$ cat src/rtl/simon_pkg.sv
// Shared definitions for the Simon game engine: FSM state encoding and default timing.
package simon_pkg;

  typedef enum logic [2:0] {
    IDLE,
    APPEND,
    SHOW_ON,
    SHOW_OFF,
    WAIT_PRESS,
    WAIT_RELEASE,
    LOSE,
    WIN
  } state_e;

  localparam int DEF_NUM_KEYS      = 4;
  localparam int DEF_KEY_W         = 2;
  localparam int DEF_MAX_LEN       = 32;
  localparam int DEF_LEN_W         = 6;
  localparam int DEF_ON_TICKS      = 30;
  localparam int DEF_OFF_TICKS     = 15;
  localparam int DEF_TIMEOUT_TICKS = 300;

  // Wide enough for any of the three phase durations.
  localparam int TIMER_W = 16;

endpackage

$ cat src/rtl/simon_tick_timer.sv
// Loadable down-counter; o_expired is high during the last cycle of a loaded
// period, so a load of N keeps its owner in a phase for exactly N cycles.
module simon_tick_timer #(
  parameter int W = 16
) (
  input  logic         clk,
  input  logic         reset,
  input  logic         i_load,
  input  logic [W-1:0] i_load_val,
  output logic         o_expired
);

  logic [W-1:0] r_count;

  // NOTE: sequential state is assigned with <= so every flop samples the
  // pre-edge values of its inputs, independent of block ordering.
  always_ff @(posedge clk or posedge reset) begin
    if (reset) begin
      r_count <= '0;
    end else if (i_load) begin
      r_count <= i_load_val;
    end else if (r_count != '0) begin
      r_count <= r_count - W'(1);
    end
  end

  assign o_expired = (r_count == W'(1));

endmodule

$ cat src/rtl/simon_seq_engine.sv
// Simon game engine: grows a random key sequence, plays it back with timed
// lamps, then checks the player's presses against it with a per-press timeout.
module simon_seq_engine
  import simon_pkg::*;
#(
  parameter int NUM_KEYS      = DEF_NUM_KEYS,
  parameter int KEY_W         = DEF_KEY_W,
  parameter int MAX_LEN       = DEF_MAX_LEN,
  parameter int LEN_W         = DEF_LEN_W,
  parameter int ON_TICKS      = DEF_ON_TICKS,
  parameter int OFF_TICKS     = DEF_OFF_TICKS,
  parameter int TIMEOUT_TICKS = DEF_TIMEOUT_TICKS
) (
  input  logic             clk,
  input  logic             reset,
  input  logic             i_start,
  input  logic [KEY_W-1:0] i_rand,
  input  logic [KEY_W-1:0] i_player_key,
  input  logic             i_player_press,
  output logic             o_simon_turn,
  output logic [KEY_W-1:0] o_simon_key,
  output logic             o_simon_pressed,
  output logic [LEN_W-1:0] o_seq_len,
  output logic [LEN_W-1:0] o_score,
  output logic             o_game_over,
  output logic             o_win
);

  localparam int ADDR_W    = (MAX_LEN > 1) ? $clog2(MAX_LEN) : 1;
  localparam int MEM_DEPTH = 1 << ADDR_W;

  localparam logic [KEY_W:0]   NUM_KEYS_V = (KEY_W + 1)'(NUM_KEYS);
  localparam logic [LEN_W-1:0] MAX_LEN_V  = LEN_W'(MAX_LEN);

  state_e r_state, w_next_state;

  logic [KEY_W-1:0] r_mem [MEM_DEPTH];
  logic [LEN_W-1:0] r_seq_len;
  logic [LEN_W-1:0] r_score;
  logic [LEN_W-1:0] r_idx;
  logic             r_armed;

  logic               w_tmr_load;
  logic [TIMER_W-1:0] w_tmr_val;
  logic               w_tmr_expired;

  logic w_new_game;
  logic w_append;
  logic w_idx_clr;
  logic w_idx_inc;
  logic w_score_inc;
  logic w_arm_clr;

  logic             w_rand_ok;
  logic             w_idx_last;
  logic [KEY_W-1:0] w_exp_key;

  // Out-of-range random values are rejected rather than folded, avoiding bias.
  assign w_rand_ok  = ({1'b0, i_rand} < NUM_KEYS_V);
  assign w_idx_last = (r_idx == r_seq_len - LEN_W'(1));
  assign w_exp_key  = r_mem[r_idx[ADDR_W-1:0]];

  simon_tick_timer #(
    .W (TIMER_W)
  ) u_timer (
    .clk        (clk),
    .reset      (reset),
    .i_load     (w_tmr_load),
    .i_load_val (w_tmr_val),
    .o_expired  (w_tmr_expired)
  );

  always_ff @(posedge clk or posedge reset) begin
    if (reset) begin
      r_state <= IDLE;
    end else begin
      r_state <= w_next_state;
    end
  end

  // NOTE: every signal driven here gets a default first, so no path through
  // the case statement can leave one unassigned and infer a latch.
  always_comb begin
    w_next_state = r_state;
    w_tmr_load   = 1'b0;
    w_tmr_val    = '0;
    w_new_game   = 1'b0;
    w_append     = 1'b0;
    w_idx_clr    = 1'b0;
    w_idx_inc    = 1'b0;
    w_score_inc  = 1'b0;
    w_arm_clr    = 1'b0;

    case (r_state)
      IDLE, LOSE, WIN: begin
        if (i_start) begin
          w_new_game   = 1'b1;
          w_next_state = APPEND;
        end
      end

      APPEND: begin
        if (w_rand_ok) begin
          w_append     = 1'b1;
          w_idx_clr    = 1'b1;
          w_tmr_load   = 1'b1;
          w_tmr_val    = TIMER_W'(ON_TICKS);
          w_next_state = SHOW_ON;
        end
      end

      SHOW_ON: begin
        if (w_tmr_expired) begin
          w_tmr_load   = 1'b1;
          w_tmr_val    = TIMER_W'(OFF_TICKS);
          w_next_state = SHOW_OFF;
        end
      end

      SHOW_OFF: begin
        if (w_tmr_expired) begin
          w_tmr_load = 1'b1;
          if (w_idx_last) begin
            w_idx_clr    = 1'b1;
            w_arm_clr    = 1'b1;
            w_tmr_val    = TIMER_W'(TIMEOUT_TICKS);
            w_next_state = WAIT_PRESS;
          end else begin
            w_idx_inc    = 1'b1;
            w_tmr_val    = TIMER_W'(ON_TICKS);
            w_next_state = SHOW_ON;
          end
        end
      end

      WAIT_PRESS: begin
        // A valid press takes priority over a timeout in the same cycle.
        if (r_armed && i_player_press) begin
          w_next_state = (i_player_key == w_exp_key) ? WAIT_RELEASE : LOSE;
        end else if (w_tmr_expired) begin
          w_next_state = LOSE;
        end
      end

      WAIT_RELEASE: begin
        if (!i_player_press) begin
          if (w_idx_last) begin
            w_score_inc  = 1'b1;
            w_next_state = (r_seq_len == MAX_LEN_V) ? WIN : APPEND;
          end else begin
            w_idx_inc    = 1'b1;
            w_tmr_load   = 1'b1;
            w_tmr_val    = TIMER_W'(TIMEOUT_TICKS);
            w_next_state = WAIT_PRESS;
          end
        end
      end

      default: w_next_state = IDLE;
    endcase
  end

  always_ff @(posedge clk or posedge reset) begin
    if (reset) begin
      r_seq_len <= '0;
      r_score   <= '0;
      r_idx     <= '0;
      r_armed   <= 1'b0;
    end else if (w_new_game) begin
      r_seq_len <= '0;
      r_score   <= '0;
      r_idx     <= '0;
      r_armed   <= 1'b0;
    end else begin
      if (w_append) begin
        r_seq_len <= r_seq_len + LEN_W'(1);
      end
      if (w_idx_clr) begin
        r_idx <= '0;
      end else if (w_idx_inc) begin
        r_idx <= r_idx + LEN_W'(1);
      end
      if (w_score_inc) begin
        r_score <= r_score + LEN_W'(1);
      end
      // A key still held from before the player's turn must be released first.
      if (w_arm_clr) begin
        r_armed <= 1'b0;
      end else if (r_state == WAIT_PRESS && !i_player_press) begin
        r_armed <= 1'b1;
      end
    end
  end

  // NOTE: the sequence memory has no reset; entries are always written before
  // they are read, and leaving it out keeps it mappable to plain storage.
  always_ff @(posedge clk) begin
    if (w_append) begin
      r_mem[r_seq_len[ADDR_W-1:0]] <= i_rand;
    end
  end

  always_ff @(posedge clk or posedge reset) begin
    if (reset) begin
      o_simon_turn    <= 1'b0;
      o_simon_key     <= '0;
      o_simon_pressed <= 1'b0;
      o_seq_len       <= '0;
      o_score         <= '0;
      o_game_over     <= 1'b0;
      o_win           <= 1'b0;
    end else begin
      o_simon_turn    <= (r_state == APPEND) || (r_state == SHOW_ON) ||
                         (r_state == SHOW_OFF);
      o_simon_pressed <= (r_state == SHOW_ON);
      if (r_state == SHOW_ON) begin
        o_simon_key <= w_exp_key;
      end
      o_seq_len       <= r_seq_len;
      o_score         <= r_score;
      o_game_over     <= (r_state == LOSE);
      o_win           <= (r_state == WIN);
    end
  end

endmodule

$ cat config.mk
export PLATFORM = sky130hd
export DESIGN_NAME = simon_seq_engine
export DESIGN_NICKNAME = d
export VERILOG_FILES = /design/src/rtl/simon_pkg.sv /design/src/rtl/simon_tick_timer.sv /design/src/rtl/simon_seq_engine.sv
export SDC_FILE = /design/constraint.sdc
export NUM_CORES = 1
export LEC_CHECK = 0
export ABC_AREA = 1
export BUFFER_PORTS_ARGS = -buffer_cell sky130_fd_sc_hd__buf_2
export CAP_MARGIN = 10
export CORE_MARGIN = 2
export CORE_UTILIZATION = 35
export DETAILED_ROUTE_END_ITERATION = 7
export PLACE_DENSITY = 0.54
export SETUP_SLACK_MARGIN = 0.15
export SLEW_MARGIN = 20
export SYNTH_ARGS = -nofsm -noshare
export SYNTH_HDL_FRONTEND = slang
export SYNTH_SLANG_ARGS = --single-unit
$ cat constraint.sdc
create_clock -name clk -period 2.5 [get_ports clk]
set_input_delay 0.375 -clock clk [delete_from_list [all_inputs] [get_ports clk]]
set_output_delay 0.375 -clock clk [all_outputs]
set_load 0.05 [all_outputs]
Word level (Yosys, flattened, before mapping)
Memory sizes are Yosys's and may differ from the RTL's.
Cells that the tools add are included.
{ "totals": {"memories": 1, "input_bits": 8, "out_inout_bits": 18, "ram_bits": 64, "reg_bits": 56, "wordCells": 96} }
{ "memory_table": {"columns": ["name", "words", "word_bits", "rd", "rd_clocked_by_memory_dff", "write_ports", "line", "text"], "rows": [
  ["r_mem", 32, 2, 1, 0, 1, "simon_seq_engine.sv:37", "logic [KEY_W-1:0] r_mem [MEM_DEPTH];"]
]} }
{ "op_classes": {"mux": 46, "n_reduce_logical": 15, "add_sub_neg": 5, "n_eq_ne": 16} }
{ "ops": {"columns": ["op", "n"], "rows": [
  ["6-bit 2-to-1 mux", 7],
  ["9-bit 2-to-1 mux", 4],
  ["9-bit one-hot mux with 4 select lines", 1],
  ["16-bit 2-to-1 mux", 2],
  ["3-bit 2-to-1 mux", 9],
  ["6-bit by 1-bit adder with 6-bit output, second input constant", 3],
  ["3-bit one-hot mux with 6 select lines", 1],
  ["1-bit 2-to-1 mux", 17],
  ["16-bit by 1-bit == test with 1-bit output, second input constant", 1],
  ["16-bit nonzero test", 1],
  ["16-bit by 1-bit subtractor with 16-bit output, second input constant", 1],
  ["3-bit == test, second input constant", 4],
  ["3-bit by 2-bit == test with 1-bit output, second input constant", 2],
  ["6-bit == test", 1],
  ["6-bit == test, second input constant", 1],
  ["2-bit nonzero test", 3],
  ["3-bit nonzero test", 2],
  ["6-bit by 1-bit subtractor with 6-bit output, second input constant", 1],
  ["5-bit AND reduction", 1],
  ["4-bit 2-to-1 mux", 1],
  ["2-bit by 1-bit inequality test with 1-bit output, second input constant", 2],
  ["2-bit inequality test, second input constant", 2],
  ["1-bit one-hot mux with 2 select lines", 2],
  ["3-bit by 1-bit == test with 1-bit output, second input constant", 1],
  ["10 further kinds", 12]
]} }

Logic depth before layout (Yosys ltp)
Gate-level depths: netlist (run 1).
{ "depth": {"ltp_word": 8, "mapped_depth": 16} }

Modules after synthesis
From an unflattened synthesis (run 1), not the netlist that was laid out.
{ "unflattened": {"cells_unflattened": 719, "area_unflattened_um2": 6242.2} }
{ "modules_own_cells": {"columns": ["mod", "cells_per_inst", "seq_area_each_um2", "instances", "area_per_inst_um2"], "rows": [
  ["simon_seq_engine", 546, 2922.8, 1, 5009.8],
  ["simon_tick_timer", 173, 400.4, 1, 1232.4]
]} }

Worst setup path before layout (run 1)
No wires, ideal clock.
{ "synth_path": {"kind": "reg-to-reg", "start": "register r_seq_len[0]", "end": "register u_timer.r_count[5]", "t_arrival_ns": 1.866, "synth_period_minus_slack_ns": 1.979, "path_buffers": 0, "t_required_ns": 2.387, "slack_ns": 0.521, "stages_incl_launch_ff": 14, "path_cell_list": "dfrtp_1 inv_1 ha_1 nor2_1 nor4_2 nand3_1 nor2_4 nor2_2 nand2_4 nand2_4 nor2_2 inv_1 nand2_1 inv_1"} }
{ "synth_between": {"elab_chain_len": 6, "elab_cells_between_ends": 12} }
{ "synth_lines": {"columns": ["element", "line", "text"], "rows": [
  ["start, declared", "simon_seq_engine.sv:38", "logic [LEN_W-1:0] r_seq_len;"],
  ["start signal, assigned", "simon_seq_engine.sv:176", "r_seq_len <= r_seq_len + LEN_W'(1);"],
  ["6-bit by 1-bit subtractor with 6-bit output (*)", "simon_seq_engine.sv:60", "assign w_idx_last = (r_idx == r_seq_len - LEN_W'(1));"],
  ["6-bit == test (*)", "simon_seq_engine.sv:60", null],
  ["9-bit 2-to-1 mux (tied with other cells)", "simon_seq_engine.sv:147", "if (w_idx_last) begin"],
  ["9-bit 2-to-1 mux (tied with other cells)", "simon_seq_engine.sv:146", "if (!i_player_press) begin"],
  ["9-bit one-hot mux with 4 select lines or 1-bit one-hot mux with 3 select lines (tied branches)", "simon_seq_engine.sv:94", "case (r_state)"],
  ["16-bit 2-to-1 mux or 2-bit nonzero test (tied branches)", null, null],
  ["end signal, assigned", "simon_tick_timer.sv:21", "r_count <= i_load_val;"],
  ["end signal, assigned", "simon_tick_timer.sv:23", "r_count <= r_count - W'(1);"],
  ["end, declared", "simon_tick_timer.sv:13", "logic [W-1:0] r_count;"]
]} }
Every way passes the cells marked *; elsewhere a longest branch is shown, timed or not.
A chain may end at the register's enable or synchronous reset.

Worst setup path after layout (run 1)
{ "layout_path": {"start": "register r_seq_len[0]", "end": "register r_idx[4]"} }
{ "layout_between": {"elab_chain_len": 7, "elab_cells_between_ends": 12} }
{ "layout_lines": {"columns": ["element", "line", "text"], "rows": [
  ["6-bit by 1-bit subtractor with 6-bit output (*)", "simon_seq_engine.sv:60", null],
  ["6-bit == test (*)", "simon_seq_engine.sv:60", null],
  ["1-bit 2-to-1 mux", "simon_seq_engine.sv:123", "if (w_idx_last) begin"],
  ["1-bit 2-to-1 mux", "simon_seq_engine.sv:121", "if (w_tmr_expired) begin"],
  ["1-bit one-hot mux with 2 select lines", "simon_seq_engine.sv:94", null],
  ["6-bit 2-to-1 mux", "simon_seq_engine.sv:178", "if (w_idx_clr) begin"],
  ["6-bit 2-to-1 mux", "simon_seq_engine.sv:169", "end else if (w_new_game) begin"],
  ["end signal, assigned", "simon_seq_engine.sv:181", "r_idx <= r_idx + LEN_W'(1);"],
  ["end, declared", "simon_seq_engine.sv:40", "logic [LEN_W-1:0] r_idx;"]
]} }
Marks and branches as above.

==> qor.yml, run 1 <==
layout:
  regArea_mm2: 0.00333
  fill_cells: 1620
  post_route_cells_drive_above_1_share_pct: 14.9
  nets: 694
  multi_input_area_mm2: 0.00215
  syn_to_final_growth_pct: 17.5
  diodes: 0
global_route:
  grt_pass1_wl_um: 22100
  grt_pass1_vias: 4432
  grt.overflow.total: 0
  grt_max_degree: 57
  antenna_found_initial: 0
  grt_use_total_pct: 16.2
die:
  core_area_mm2: 0.0165
  die_h_um: 133
  start_util_pct: 35.6
  rows: 47
  dieArea_mm2: 0.0178
  io_pins: 26
  die_w_um: 133
power:
  power_leakage_nw: 3.06
  total_power_mw: 7.14
  p_per_area_mw_per_mm2: 1040
  vdd_drop_max_mv: 0.609
clock_tree:
  insertion_delay_ps: 420
  cts_root_buffer: "clkbuf_16"
  h-tree-depth: 4
  cts_buffer_depth: 2
  hold_buffers: 0
  cts_tree: "yes"
  cts_buffers: 17
  cts.clk_slew.worst_paths_ps: 60
  cts_sinks: 120
synth:
  synth_simple_gate_area_share_pct: 26.3
  ys.warnings.count: 0
  synth-edff-count: 64
  syn_area_mm2: 0.00587
  syn-instance-count: 635
  yosys-top-cells-area: "edfxtp_1, dfrtp_1, nand2_1"
  synth_top_area_share_pct: 32.8
  avgSynthCellArea_um2: 9.24
  synth_flop_cell: "edfxtp_1"
  ys_seq_area_share_pct: 56.6
  synthArstFlopShare_pct: 46.7
  syn_nets: 652
  synth_fa_ha_area_share_pct: 1.92
  synth_top_family_by_area: "simple AND/OR/NAND/NOR gates"
  synth_cell_types: 42
  synth_compound_area_share_pct: 4.31
  synth-xor-area-share_pct: 4.03
  synthMuxAreaShare_pct: 0
  synth_top_area_cell: "edfxtp_1"
  ys_seq_elements: 120
timing:
  fin_setup_tns_ps: 0
  fin_worst_skew_ps: 6.21
  min_period_ps: 2150
  worst_pin_slew_ps: 576
  clock.fmax_ghz: 0.465
  final_hold_viol_count: 0
  slew_headroom_pct: 61.6
  setup_viol_count_final: 0
  min_period_over_period_pct: 86.1
  grt_setup_unrepaired: "false"
  drv_slew: 0
job:
  maxCapViolations: 0
worst_setup_path:
  slowest_stage: "dfrtp_2"
  required_ps: 2800
  worstPathArrival_ps: 2460
  path_max_fanout: 5
  cp_cell_sequence: "inv_2 -> ha_1 -> nor2_1 -> nor4_2 -> nand3_1 -> nor2_4 -> buf_4 -> nor2_1 -> nand2_2 -> nand4_2 -> nand2_1 -> nand2_1"
  cp-end-kind: "flip-flop"
  timing.critical_path.buf_inv: 2
  path_class: "flip-flop to flip-flop"
  crit_family: "simple AND/OR/NAND/NOR gates"
  cpPeakStageDelay_ps: 400
  critPathLaunchType: "flip-flop"
placement:
  numPortBuffers: 25
  place_hpwl_um: 9050
  place_congestion: 0.808
status:
  status: "complete, no violations"
min_path:
  hp-class: "primary input to asynchronous set/reset pin"
drt:
  routedWlPerCell_um: 14.6
  num_vias: 4285
  drc: 0
  postRouteAntennaNets: 0
  drt-initial-drc-count: 232
  drt-total-wl_um: 13300
  vias_per_cell: 4.71
  first_pass_iters: 4
[per-layer routing]
| metal | share of wire [%] | GRT usage [%] | vias to the layer above |
|---|---|---|---|
| met5 | 0 | 0 | - |
| li1 | - | - | 2142 |
| met1 | 45 | 20.1 | 2053 |
| met3 | 4.9 | 4.95 | 13 |
| met4 | 1.6 | 6.38 | 0 |
| met2 | 48 | 26.4 | 77 |
[report_power, final]
part	total, mW	switching [mW]	internal, mW
combinational	2.22	1.54	0.679
sequential	2.51	0.192	2.31
clock	2.42	0.868	1.55
[through the flow]
stage	cell area, µm²	utilization, %	std cells	setup slack [ps]	hold WS [ps]
detailed placement	6260	38.0	873	162	407
global placement	6260	38.0	873	218	411
global route	6900	41.9	910	163	31.3
CTS	6870	41.7	908	188	4.33
floorplan	5870	-	635	521	355
finish	6900	41.9	910	348	11.4
[synthesized netlist by cell type, types with 2 or more instances]
cell      instances
a21oi_1          12
buf_2             9
buf_4             2
buf_6             2
clkbuf_1          3
dfrtp_1          56
edfxtp_1         64
ha_1              9
inv_1            71
inv_2             4
nand2_1         168
nand2_2           2
nand2_4           2
nand3_1          55
nand3_2           2
nand4_1           5
nor2_1           76
nor2_2            4
nor2_4            3
nor3_1           11
nor3_2            5
nor3b_1           2
nor4_1            2
o211ai_1          5
o21ai_0          17
o21ai_1           2
o31ai_1           2
xnor2_1          13
xor2_1           14
[worst register-to-register path: stages (launching register included)]
cell and delay, ps:
dfrtp_2 400, inv_2 80, ha_1 320, nor2_1 60, nor4_2 260, nand3_1 160
nor2_4 150, buf_4 130, nor2_1 50, nand2_2 90, nand4_2 180, nand2_1 100
nand2_1 60
[flip-flops by register name (all words and copies together), names as in the netlist]
signal,cells
o_score,6
u_timer.r_count,16
r_state,3
o_simon_turn,1
r_seq_len,6
r_armed,1
o_game_over,1
o_seq_len,6
o_simon_key,2
o_win,1
o_simon_pressed,1
r_mem,64
r_idx,6
r_score,6
[logic make-up after synthesis]
kind of cell             Yosys count
AND/OR/NAND/NOR                  343
XOR/XNOR                          27
AO/OA/AOI/OAI                     43
adder cells (fa/ha/maj)            9
buffers and inverters             93
flip-flops                       120
[final cells by class]
class                           count  area share (%)
Tap cell                          220            3.99
Clock inverter                     14            2.29
Timing Repair Buffer               40            3.81
Multi-Input combinational cell    422            31.2
Clock buffer                       18            6.22
Sequential cell                   120            48.2
Inverter                           76            4.25
[final timing paths]
kind                       cells after the start      startpoint             endpoint  slack [ps]
setup / recovery                              12    r_seq_len[0]             r_idx[4]         350
hold / removal                                 3           reset  u_timer.r_count[13]          10
setup reg to reg                              12    r_seq_len[0]             r_idx[4]         350
hold reg to reg                                0      r_score[5]           o_score[5]         430
max in group asynchronous                      3           reset         r_seq_len[0]        2240
min in group clk                               4  i_player_press              r_armed         350
[placed cells by master, fill, tap and decap left out, drive strengths merged, types with 5 or more instances in the layout]
master,n
nor3,17
nand4,6
nand3,57
xnor2,13
inv,76
xor2,14
dfrtp,56
o211ai,5
clkbuf,18
buf,40
ha,9
nand2,172
edfxtp,64
o21ai,20
a21oi,12
clkinv,8
nor2,84
[repair_timing]
action                     in CTS  in global routing
setup endpoints to repair       1                 26
pin swaps                       1                  2
resized for setup               0                  6
buffers inserted                3                  2
No activity file was read; power rests on OpenSTA's default activity.
==> inputs of run 2 (changes only) <==
--- a/config.mk
+++ b/config.mk
@@ -5,7 +5,6 @@
 export SDC_FILE = /design/constraint.sdc
 export NUM_CORES = 1
 export LEC_CHECK = 0
-export ABC_AREA = 1
 export BUFFER_PORTS_ARGS = -buffer_cell sky130_fd_sc_hd__buf_2
 export CAP_MARGIN = 10
 export CORE_MARGIN = 2
@@ -13,6 +12,7 @@
 export DETAILED_ROUTE_END_ITERATION = 7
 export PLACE_DENSITY = 0.54
 export SETUP_SLACK_MARGIN = 0.15
+export SKIP_LAST_GASP = 1
 export SLEW_MARGIN = 20
 export SYNTH_ARGS = -nofsm -noshare
 export SYNTH_HDL_FRONTEND = slang
==> qor.yml, run 2 <==
status:
  status: "complete, no violations"
placement:
  place_hpwl_um: 8970
  dpl_worst_slack_ps: -34.4
  place_congestion: 0.798
  numPortBuffers: 25
clock_tree:
  cts.clk_slew.worst_paths_ps: 50
  insertion_delay_ps: 410
  h-tree-depth: 4
  cts_buffer_depth: 2
  cts_root_buffer: "clkbuf_16"
  cts_buffers: 17
  cts_tree: "yes"
  cts_sinks: 120
worst_setup_path:
  reg2reg_from: "u_timer.r_count[2]"
  required_ps: 2800
  cp.depth: 7
  cp-end-kind: "flip-flop"
  critPathLaunchType: "flip-flop"
  rr_worst_depth: 7
  path_class: "flip-flop to flip-flop"
  slowest_stage: "or4_4"
  crit_family: "simple AND/OR/NAND/NOR gates"
  crit_end: "u_timer.r_count[1]"
  crit_start: "u_timer.r_count[2]"
  path_max_fanout: 5
  cp_cell_sequence: "or4_4 -> or4_4 -> buf_4 -> nor3_4 -> o21ai_2 -> and2_4 -> a32o_1"
  worstPathArrival_ps: 2760
  rrSetupSlack_ps: 40
  reg2reg_to: "u_timer.r_count[1]"
  timing.critical_path.buf_inv: 1
  cpPeakStageDelay_ps: 560
  crit_path_frequent_cell: "or4_4"
synth:
  synthArstFlopShare_pct: 46.7
  synth_top_area_cell: "edfxtp_1"
  yosys-top-cells-area: "edfxtp_1, dfrtp_1, nor2_1"
  syn-instance-count: 481
  synth-edff-count: 64
  synth.most_common_cell: "nor2_1"
  ys_seq_elements: 120
  synth_top_area_share_pct: 33.8
  synth_flop_cell: "edfxtp_1"
  syn_area_mm2: 0.00568
  avgSynthCellArea_um2: 11.8
  syn_nets: 498
  ys.warnings.count: 0
  ys_seq_area_share_pct: 58.5
  synth_cell_types: 61
  yosys-top-cells-count: "nor2_1, edfxtp_1, dfrtp_1"
timing:
  min_period_ps: 2460
  worst_pin_slew_ps: 543
  grt_setup_unrepaired: "true"
  hold-worst-slack_ps: 394
  final_hold_viol_count: 0
  setup_slack_ps: 39.2
  min_period_over_period_pct: 98.4
  slew_headroom_pct: 63.8
  fin_worst_skew_ps: 10.0
  setup_viol_count_final: 0
  clock.fmax_ghz: 0.406
  drv_slew: 0
drt:
  vias_per_cell: 5.18
  drc: 0
  routedWlPerCell_um: 16.7
  first_pass_iters: 4
  postRouteAntennaNets: 0
  drt-initial-drc-count: 309
  num_vias: 4087
  drt-total-wl_um: 13200
global_route:
  grt.overflow.total: 0
  grt_pass1_wl_um: 21500
  antenna_found_initial: 0
  grt_use_total_pct: 15.9
  grt_max_degree: 33
  grt_pass1_vias: 4017
layout:
  layout_commonest_cell: "edfxtp_1"
  syn_to_final_growth_pct: 27.8
  post_route_cells_drive_above_1_share_pct: 28.3
  largest_reg_flops: 64
  final_cell_mix: "edfxtp_1, nor2_1, dfrtp_1"
  diodes: 0
  nets: 577
  fill_cells: 1488
die:
  io_pins: 26
  start_util_pct: 35.8
  core_area_mm2: 0.0159
  die_h_um: 131
  rows: 46
  dieArea_mm2: 0.0173
  die_w_um: 131
power:
  vdd_drop_max_mv: 0.456
  p_per_area_mw_per_mm2: 1060
  power_leakage_nw: 2.83
min_path:
  hp-class: "primary input to flip-flop"
job:
  maxCapViolations: 0
run 2: cell count changes after synthesis, moves of 6 or more:
cell | previous run | this run
a22oi_1 | 1 | 7
clkbuf_1 | 3 | 13
inv_1 | 71 | 15
mux2i_1 | 0 | 20
mux4_2 | 0 | 8
nand2_1 | 168 | 31
nand2b_1 | 0 | 8
nand3_1 | 55 | 14
nor2_1 | 76 | 68
or3_1 | 0 | 12
run 2: repair_timing:
item                                    in CTS  in global routing
gates cloned                                 0                  1
setup buffers                                1                 11
endpoints found under the setup margin      23                 26
resized for setup                           14                 32
pin swaps                                   11                  8
hold buffers                                 1                  0
hold endpoints to repair                    20                  0
run 2: cell type report:
type	count	area, µm²	share of cell area [%]
sequential	120	3330	45.8
multi-input combinational	324	2370	32.7
timing repair buffer	81	572	7.88
clock buffer	18	429	5.91
tap	216	270	3.72
clock inverter	14	229	3.15
inverter	16	60.1	0.827
run 2: power by group:
part / switching [mW] / leakage (nW) / total (mW) / internal (mW)
registers: 0.189 / 1.32 / 2.50 / 2.31
logic: 1.50 / 1.20 / 2.46 / 0.967
clock network: 0.847 / 0.311 / 2.70 / 1.86
run 2: logic make-up after synthesis:
| family | share of synthesized area (%) |
|---|---|
| AO/OA/AOI/OAI | 10.5 |
| XOR/XNOR | 3.85 |
| adder cells (fa/ha/maj) | 1.98 |
| buffers and inverters | 2.69 |
| flip-flops | 58.5 |
| multiplexers | 6.70 |
| AND/OR/NAND/NOR | 15.8 |
run 2: worst min-delay path by stage:
| stage | cells past startpoint | slack (ps) | startpoint | endpoint |
|---|---|---|---|---|
| after global routing | 3 | 410 | i_start | r_state[2] |
| final | 4 | 390 | i_start | r_armed |
| after global placement | 0 | 380 | r_score[5] | o_score[5] |
| after detailed placement | 0 | 380 | r_score[5] | o_score[5] |
| after floorplan | 0 | 350 | r_seq_len[2] | o_seq_len[2] |
| after CTS | 4 | 380 | i_start | r_armed |
run 2: metal layers:
| metal | vias up | GRT usage, % | share of wire, % |
|---|---|---|---|
| met1 | 2034 | 21.7 | 46 |
| met5 | - | 0 | 0 |
| met4 | 0 | 6.16 | 1.9 |
| li1 | 1945 | - | - |
| met2 | 91 | 24.5 | 48 |
| met3 | 17 | 3.97 | 3.6 |
run 2: per-stage QoR:
stage / cell area (µm²) / setup TNS [ps] / std cells / power (mW) / util, %
global placement: 6330 / 0 / 743 / 4.65 / 39.8
CTS: 7040 / 0 / 777 / 7.47 / 44.3
finish: 7260 / 0 / 789 / 7.66 / 45.7
detailed placement: 6330 / -98.5 / 743 / 4.68 / 39.8
global route: 7260 / -343 / 789 / 8.07 / 45.7
floorplan: 5700 / 0 / 481 / 3.98 / -
run 2: worst reg2reg max path: stages, from the launching register on:
cell     delay (ps)
dfrtp_1         370
or4_4           560
or4_4           560
buf_4           170
nor3_4          170
o21ai_2          90
and2_4          190
a32o_1          240
